`src/rtl/ahb3lite_burst_write_master.sv`:
```
// ahb3lite_burst_write_master: AHB3-Lite write-only burst master with wait-state, 1KB-boundary and error handling
// Ports: HCLK/HRESET bus clock and async active-high reset; cmd_valid/cmd_ready/cmd_addr/cmd_beats burst command;
//   wdata_valid/wdata_ready/wdata write-word stream; HADDR..HWDATA, HREADY, HRESP AHB3-Lite master side;
//   done one-cycle completion pulse; err sticky error flag cleared on the next accepted command.
module ahb3lite_burst_write_master #(
  parameter int         MAX_BEATS = 16,
  parameter logic [3:0] HPROT_VAL = 4'b0011
) (
  input  logic        HCLK,
  input  logic        HRESET,
  input  logic        cmd_valid,
  output logic        cmd_ready,
  input  logic [31:0] cmd_addr,
  input  logic [4:0]  cmd_beats,
  input  logic        wdata_valid,
  output logic        wdata_ready,
  input  logic [31:0] wdata,
  output logic [31:0] HADDR,
  output logic [1:0]  HTRANS,
  output logic [2:0]  HBURST,
  output logic [2:0]  HSIZE,
  output logic        HWRITE,
  output logic [3:0]  HPROT,
  output logic        HMASTLOCK,
  output logic [31:0] HWDATA,
  input  logic        HREADY,
  input  logic        HRESP,
  output logic        done,
  output logic        err
);
  localparam logic [1:0] S_IDLE = 2'd0, S_ADDR = 2'd1, S_DRAIN = 2'd2, S_ERR = 2'd3;
  logic [1:0]  r_state;
  logic [31:0] r_addr, r_hwdata;
  logic [4:0]  r_left;
  logic [2:0]  r_burst;
  logic        r_first, r_started, r_err;
  logic [4:0]  w_beats;
  logic [8:0]  w_end;
  logic [2:0]  w_burst;
  logic [31:0] w_next;
  logic [1:0]  w_trans;
  logic        w_accept, w_fault;
  assign w_beats = cmd_beats == 5'd0 ? 5'd1 : cmd_beats > 5'(MAX_BEATS) ? 5'(MAX_BEATS) : cmd_beats;
  // word index one past the last beat; above 256 the burst leaves its 1KB region
  assign w_end = {1'b0, cmd_addr[9:2]} + {4'd0, w_beats};
  assign w_burst = w_beats == 5'd1 ? 3'b000 : w_end > 9'd256 ? 3'b001 :
                   w_beats == 5'd4 ? 3'b011 : w_beats == 5'd8 ? 3'b101 :
                   w_beats == 5'd16 ? 3'b111 : 3'b001;
  assign w_next = r_addr + 32'd4;
  // no data yet: IDLE before the first beat, BUSY once the burst has started
  assign w_trans = r_state != S_ADDR ? 2'b00 : wdata_valid ? (r_first ? 2'b10 : 2'b11) :
                   (r_started ? 2'b01 : 2'b00);
  assign w_accept = r_state == S_ADDR && wdata_valid && HREADY;
  // first cycle of the two-cycle ERROR response: the pending beat can still be withdrawn
  assign w_fault = HRESP && !HREADY;
  assign cmd_ready = r_state == S_IDLE;
  assign wdata_ready = w_accept;
  assign HADDR = r_addr;
  assign HTRANS = w_trans;
  assign HBURST = r_burst;
  assign HSIZE = 3'b010;
  assign HWRITE = w_trans != 2'b00;
  assign HPROT = HPROT_VAL;
  assign HMASTLOCK = 1'b0;
  assign HWDATA = r_hwdata;
  assign done = HREADY && (r_state == S_DRAIN || r_state == S_ERR);
  assign err = r_err;
  always_ff @(posedge HCLK or posedge HRESET) begin
    if (HRESET) begin
      r_state <= S_IDLE;
      r_addr <= 32'd0;
      r_hwdata <= 32'd0;
      r_left <= 5'd0;
      r_burst <= 3'b000;
      r_first <= 1'b0;
      r_started <= 1'b0;
      r_err <= 1'b0;
    end else begin
      if (w_accept) r_hwdata <= wdata;
      case (r_state)
        S_IDLE: if (cmd_valid) begin
          r_state <= S_ADDR;
          r_addr <= cmd_addr & ~32'd3;
          r_left <= w_beats;
          r_burst <= w_burst;
          r_first <= 1'b1;
          r_started <= 1'b0;
          r_err <= 1'b0;
        end
        S_ADDR: if (w_fault) begin
          r_state <= S_ERR;
          r_err <= 1'b1;
        end else if (w_accept) begin
          r_addr <= w_next;
          r_left <= r_left - 5'd1;
          r_first <= w_next[9:0] == 10'd0;
          r_started <= 1'b1;
          if (r_left == 5'd1) r_state <= S_DRAIN;
        end
        S_DRAIN: if (w_fault) begin
          r_state <= S_ERR;
          r_err <= 1'b1;
        end else if (HREADY) r_state <= S_IDLE;
        default: if (HREADY) r_state <= S_IDLE;
      endcase
    end
  end
endmodule

```
`config.mk`:
```
export PLATFORM = sky130hd
export DESIGN_NAME = ahb3lite_burst_write_master
export DESIGN_NICKNAME = d
export VERILOG_FILES = /design/src/rtl/ahb3lite_burst_write_master.sv
export SDC_FILE = /design/constraint.sdc
export NUM_CORES = 1
export LEC_CHECK = 0
export ABC_AREA = 1
export CAP_MARGIN = 10
export CELL_PAD_IN_SITES_DETAIL_PLACEMENT = 0
export CELL_PAD_IN_SITES_GLOBAL_PLACEMENT = 1
export CORE_MARGIN = 1
export CORE_UTILIZATION = 35
export CTS_BUF_LIST = sky130_fd_sc_hd__clkbuf_4 sky130_fd_sc_hd__clkbuf_8
export CTS_CLUSTER_SIZE = 40
export DETAILED_ROUTE_END_ITERATION = 8
export GPL_ROUTABILITY_DRIVEN = 0
export PLACE_DENSITY_LB_ADDON = 0.1
export SYNTH_ARGS = -nofsm -noshare
export SYNTH_HDL_FRONTEND = slang
export SYNTH_SLANG_ARGS = --single-unit
```
`constraint.sdc`:
```
create_clock -name HCLK -period 8.1 [get_ports HCLK]
set_input_delay 2.025 -clock HCLK [delete_from_list [all_inputs] [get_ports HCLK]]
set_output_delay 2.025 -clock HCLK [all_outputs]
set_load 0.05 [all_outputs]
```
==> results.cfg, run 1 <==
[outcome]
status = finished, final reports clean

[logic_synthesis]
synthCells = 669
yosys_warnings = 0
async_flop_share_pct = 100
synth.area.top_cells = dfrtp_1, nand2_1, nor2_1
synthFlopType = dfrtp_1
synth_compound_area_share_pct = 9.90
synth.top_cell.area_share_pct = 40.8
synth-seq-area-share_pct = 40.8
synth-seq-cells = 75
synth_simple_gate_area_share_pct = 34.4
synth_top_family_by_area = simple AND/OR/NAND/NOR gates
synth.most_common_cell = nand2_1
syn_area_mm2 = 0.00460
synth_fa_ha_area_share_pct = 3.97
synthMuxAreaShare_pct = 0
yosysUniqueCellTypes = 38
synth_common_cells = nand2_1, nor2_1, dfrtp_1
synth_edf_count = 0
synth_xor_area_share_pct = 1.90
synth_area_leader_cell = dfrtp_1
synth.avg_cell_area_um2 = 6.88

[sta]
slew_viol_final = 0
period_minus_slack_ns = 5.96
rsz0062_at_grt = no
worst_slew_pin_slew_ns = 0.992
clock_skew_ns = 0.00589
hold_violations = 0
fin_crit_sh_pct = 73.6
slew_headroom_pct = 33.9
max_freq_mhz = 168
timing.setup.tns_ns = 0
finalSetupViolCount = 0

[clock_tree]
cts_resized = 0
path_clk_slew_ns = 0.08
clkSinkCount = 75
clk_latency_ns = 0.37
cts.path.max_buffers = 2
root_buffer = clkbuf_8
cts_setup_buffers = 0
cts_made_buffers = 9
cts_hold_buf = 0
cts_tree = built
htreeDepth = 3

[setup_path]
worstPathArrival_ns = 3.93
cp.required_ns = 6.08
worstReg2RegEnd = HADDR[18]
ff2ff_path_depth = 12
crit_start = wdata_valid
setup.worst_path.end = HTRANS[0]
crit_type = input pin to primary output
crit_path_start_kind = input pin
rr_startpoint = r_state[1]
worst_setup_path_end_kind = primary output
worstPathMaxFanout = 3
r2r_slack_ns = 4.42

[die]
core_area_mm2 = 0.0127
die_width_um = 117
die-area_mm2 = 0.0136
rows = 41
io_pins = 157
die_h_um = 117
initial_core_util_pct = 36.2

[grt]
grt.met1_usage_pct = 26.1
grt_pass1_vias = 4336
grt_pass1_wl_um = 21100
grt.met3_usage_pct = 5.14
grt_overflow_total = 0
antenna_found_initial = 0
grt_max_degree = 76
grtUsageTotal_pct = 20.2
use_met2_pct = 32.2
top_usage_layer = met2

[detailed_routing]
ant_nets = 0
drt_pass1_iterations = 5
first_iter_violations = 198
drc = 0
drt_wl_total_um = 13100
viasPerCell = 4.66
num_vias = 4570
avgRoutedWirePerCell_um = 13.4

[pwr]
total_power_mw = 2.76
leakage_nw = 2.95
powerDensity_mw_per_mm2 = 435
peakVddDrop_mv = 0.256

[job]
cap_violations = 0

[layout]
drive_above_1_share_pct = 4.45
antenna_cells = 0
fillers = 1323
area_growth_pct = 38.3
nNetsFinal = 894

[worst_hold_path]
hp-class = register to register

[place]
port_buffers = 144
hpwl_um = 9470
-- worst min-delay path by stage --
| stage | startpoint | end | slack [ns] | cells past startpoint |
|---|---|---|---|---|
| floorplan | r_started | r_started | 0.49 | 2 |
| global placement | HWDATA[14] | HWDATA[14] | 0.45 | 2 |
| detailed placement | HWDATA[20] | HWDATA[20] | 0.46 | 2 |
| CTS | HWDATA[20] | HWDATA[20] | 0.48 | 2 |
| global route | HWDATA[15] | HWDATA[15] | 0.50 | 2 |
| finish | HWDATA[20] | HWDATA[20] | 0.47 | 2 |
-- cell type report --
cell class	instances	area [um^2]	share of cell area (%)
clock inverter	4	75.1	1.18
sequential	75	1880	29.5
tap	172	215	3.38
clock buffer	11	145	2.28
multi-input combinational	510	2350	36.9
inverter	61	229	3.60
timing repair buffer	148	1470	23.1
-- routing by layer --
layer / vias to the layer above / part of all wire, %
met1: 2077 / 47
met3: 12 / 7.0
li1: 2350 / -
met4: 0 / 1.8
met2: 131 / 45
met5: - / 0
-- sequential cells by signal (all words and copies together), names as in the netlist --
name       cells
err            1
r_first        1
r_started      1
HWDATA        32
HBURST         3
r_state        2
HADDR         30
r_left         5
-- worst max-delay path, cell delays in order --
cell and delay (ns):
clkdlybuf4s50_1 0.52, nand2_2 0.10, o21ai_0 0.19, a21boi_0 0.25, clkdlybuf4s50_1 0.84
-- per-stage QoR --
step | hold slack [ns] | setup WS [ns] | instances | cell area [um^2] | util (%)
finish | 0.472 | 2.14 | 981 | 6360 | 50.0
global route | 0.501 | 2.05 | 981 | 6360 | 50.0
CTS | 0.478 | 2.13 | 981 | 6360 | 50.0
detailed placement | 0.457 | 2.18 | 966 | 6140 | 48.3
global placement | 0.453 | 2.23 | 966 | 6140 | 48.3
floorplan | 0.486 | 2.19 | 677 | 4630 | -
-- placed cells by master (no fill, tap or decap), types with 4 or more instances in the layout --
cell type / count
ha_1: 12
o211ai_1: 4
nand2_1: 238
o21ai_1: 9
nor2_1: 96
o21ai_0: 32
inv_1: 56
xor2_1: 10
a21oi_1: 22
nor3_1: 8
buf_4: 4
nand3_1: 37
conb_1: 10
dfrtp_1: 75
clkdlybuf4s50_1: 144
inv_2: 4
nor2_2: 6
clkbuf_8: 10
-- report_power, final --
group / total [mW] / switching, mW / leakage, nW / internal, mW
Combinational: 1.69 / 1.15 / 1.93 / 0.539
Clock: 0.331 / 0.147 / 0.105 / 0.184
Sequential: 0.741 / 0.179 / 0.918 / 0.563
Total: 2.76 / 1.48 / 2.95 / 1.29
-- kinds of logic after synthesis --
group,count (synthesis)
AOI/OAI and AO/OA,82
xor gates and xnor gates,10
adders and majority gates,14
buffers and inverters,92
DFF,75
other,2
and+or+nand+nor,394
Note: power is estimated with default switching activity, not from simulation.
==> inputs of run 2 (changes only) <==
CORE_UTILIZATION = 29   (was 35)
clock period = 4.9 ns   (was 8.1 ns; I/O delays follow)
==> run 2 against run 1 <==
Clock skew grew 0.0042 ns. Cell count grew 4.1%. Critical path depth shrank 1. Hold slack gained 0.0040 ns. Register-to-register slack lost 2.2 ns. First-iteration DRC count grew 19%. Total power grew 64%. Die area grew 20%. Global-route usage shrank 2.6 points. Utilization shrank 8.2 points. Worst setup slack lost 1.2 ns. Critical path type unchanged. Largest power group unchanged.
==> results.cfg, run 2 (synthesis gave the netlist of run 1 again) <==
[layout]
final_cell_mix = nand2_1, clkdlybuf4s50_1, nor2_1, dfrtp_1, inv_1
drive_above_1_share_pct = 4.94
multi_input_area_mm2 = 0.00235
stdcell_count = 1021
area_growth_pct = 39.0
largest_reg_flops = 32
design_area_mm2 = 0.00640
nNetsFinal = 894
final-seq-area_mm2 = 0.00188
mostFrequentLayoutCell = nand2_1
antenna_cells = 0
fillers = 1642

[die]
io_pins = 157
die-area_mm2 = 0.0164
initial_core_util_pct = 30.0
core_area_mm2 = 0.0153
rows = 45
die_width_um = 128
die_h_um = 128

[sta]
hold_violations = 0
worst_slack_ns = 0.894
max_freq_mhz = 250
period_minus_slack_ns = 4.01
slew_viol_final = 0
timing.setup.tns_ns = 0
slew_headroom_pct = 37.4
worst_slew_pin_slew_ns = 0.939
clock_skew_ns = 0.0101
rsz0062_at_grt = no
finalSetupViolCount = 0
fin_crit_sh_pct = 81.8

[grt]
grt_pass1_vias = 4477
antenna_found_initial = 0
grt_max_degree = 52
grt_pass1_wl_um = 22500
grtUsageTotal_pct = 17.6
grt_overflow_total = 0

[detailed_routing]
avgRoutedWirePerCell_um = 13.5
drt_wl_total_um = 13800
first_iter_violations = 236
drt_pass1_iterations = 4
ant_nets = 0
viasPerCell = 4.51
drc = 0
num_vias = 4606

[setup_path]
ff2ff_path_depth = 10
crit_path_start_kind = input pin
cp.required_ns = 3.67
crit_type = input pin to primary output
worstPathArrival_ns = 2.78
worstPathMaxFanout = 3
r2r_slack_ns = 2.18
worstReg2RegEnd = HADDR[16]
worst_setup_path_end_kind = primary output
rr_startpoint = r_state[1]

[pwr]
clkPwrFrac_pct = 11.1
switching_power_mw = 2.48
pwr-share-comb_pct = 61.9
internal-power_mw = 2.06
total_power_mw = 4.54
switching_share_pct = 54.6
seqPwrFrac_pct = 27.0
leakage_nw = 2.96
powerDensity_mw_per_mm2 = 711
peakVddDrop_mv = 0.263

[clock_tree]
cts_tree = built
path_clk_slew_ns = 0.09
htreeDepth = 3
root_buffer = clkbuf_8
cts_made_buffers = 9
cts_hold_buf = 0
clk_latency_ns = 0.37
cts_resized = 0
cts.path.max_buffers = 2
cts_setup_buffers = 0
clkSinkCount = 75

[place]
placed_area_mm2 = 0.00620
dp_slack_ns = 0.898
post-place-cells = 1005
hpwl_um = 10100
port_buffers = 144

[worst_hold_path]
hp-class = register to register
hold_path_depth = 2
worstHoldStart = HWDATA[7]
min_to = HWDATA[7]

[outcome]
status = finished, final reports clean

[job]
cap_violations = 0
==> run 2: changes by cell type in the layout (fill, tap and decap cells not counted), moves of 2 or more <==
cell             change
buf_4                +2
clkdlybuf4s50_1      -3
clkinv_2             +3
clkinv_4             +2
clkinvlp_4           -2
inv_6                +2
==> run 2: routing by layer <==
| layer | up-vias | part of all wire [%] | wire length, um | GRT usage, % |
|---|---|---|---|---|
| met3 | 15 | 7.5 | 1040 | 5.22 |
| li1 | 2357 | - | - | - |
| met2 | 131 | 45 | 6180 | 28.3 |
| met5 | - | 0 | 0 | 0 |
| met4 | 0 | 1.7 | 239 | 6.57 |
| met1 | 2103 | 46 | 6380 | 22.3 |
==> run 2: cell type report <==
class	count	share of cell area, %
Sequential cell	75	29.3
Clock buffer	9	1.94
Tap cell	211	4.13
Clock inverter	7	1.17
Timing Repair Buffer	148	23.1
Inverter	61	3.60
Multi-Input combinational cell	510	36.7
==> run 2: through the flow <==
step	utilization [%]	hold slack [ns]
after floorplan	-	0.486
after global placement	40.5	0.453
after detailed placement	40.5	0.458
after CTS	41.8	0.481
after global routing	41.8	0.497
final	41.8	0.476
==> run 2: worst max-delay path by stage <==
stage | depth (start not counted) | to | slack (ns) | start
after floorplan | 6 | HTRANS[0] | 0.32 | r_state[1]
after global placement | 4 | done | 0.92 | HREADY
after detailed placement | 4 | done | 0.90 | HREADY
after CTS | 4 | done | 0.88 | HREADY
after global routing | 7 | HTRANS[0] | 0.82 | r_state[1]
final | 4 | done | 0.89 | HREADY
==> run 2: critical path, stage by stage <==
cell	delay, ns
clkdlybuf4s50_1	0.53
inv_2	0.08
nor2_1	0.12
clkdlybuf4s50_1	0.83
==> run 2: power by group through the flow <==
| stage | registers [mW] | clock network, mW | logic [mW] |
|---|---|---|---|
| after floorplan | 2.10 | 0 | 1.04 |
| after global placement | 1.23 | 0 | 2.81 |
| after detailed placement | 1.24 | 0 | 2.83 |
| after CTS | 1.23 | 0.532 | 2.84 |
| after global routing | 1.28 | 0.553 | 3.05 |
| final | 1.23 | 0.504 | 2.81 |
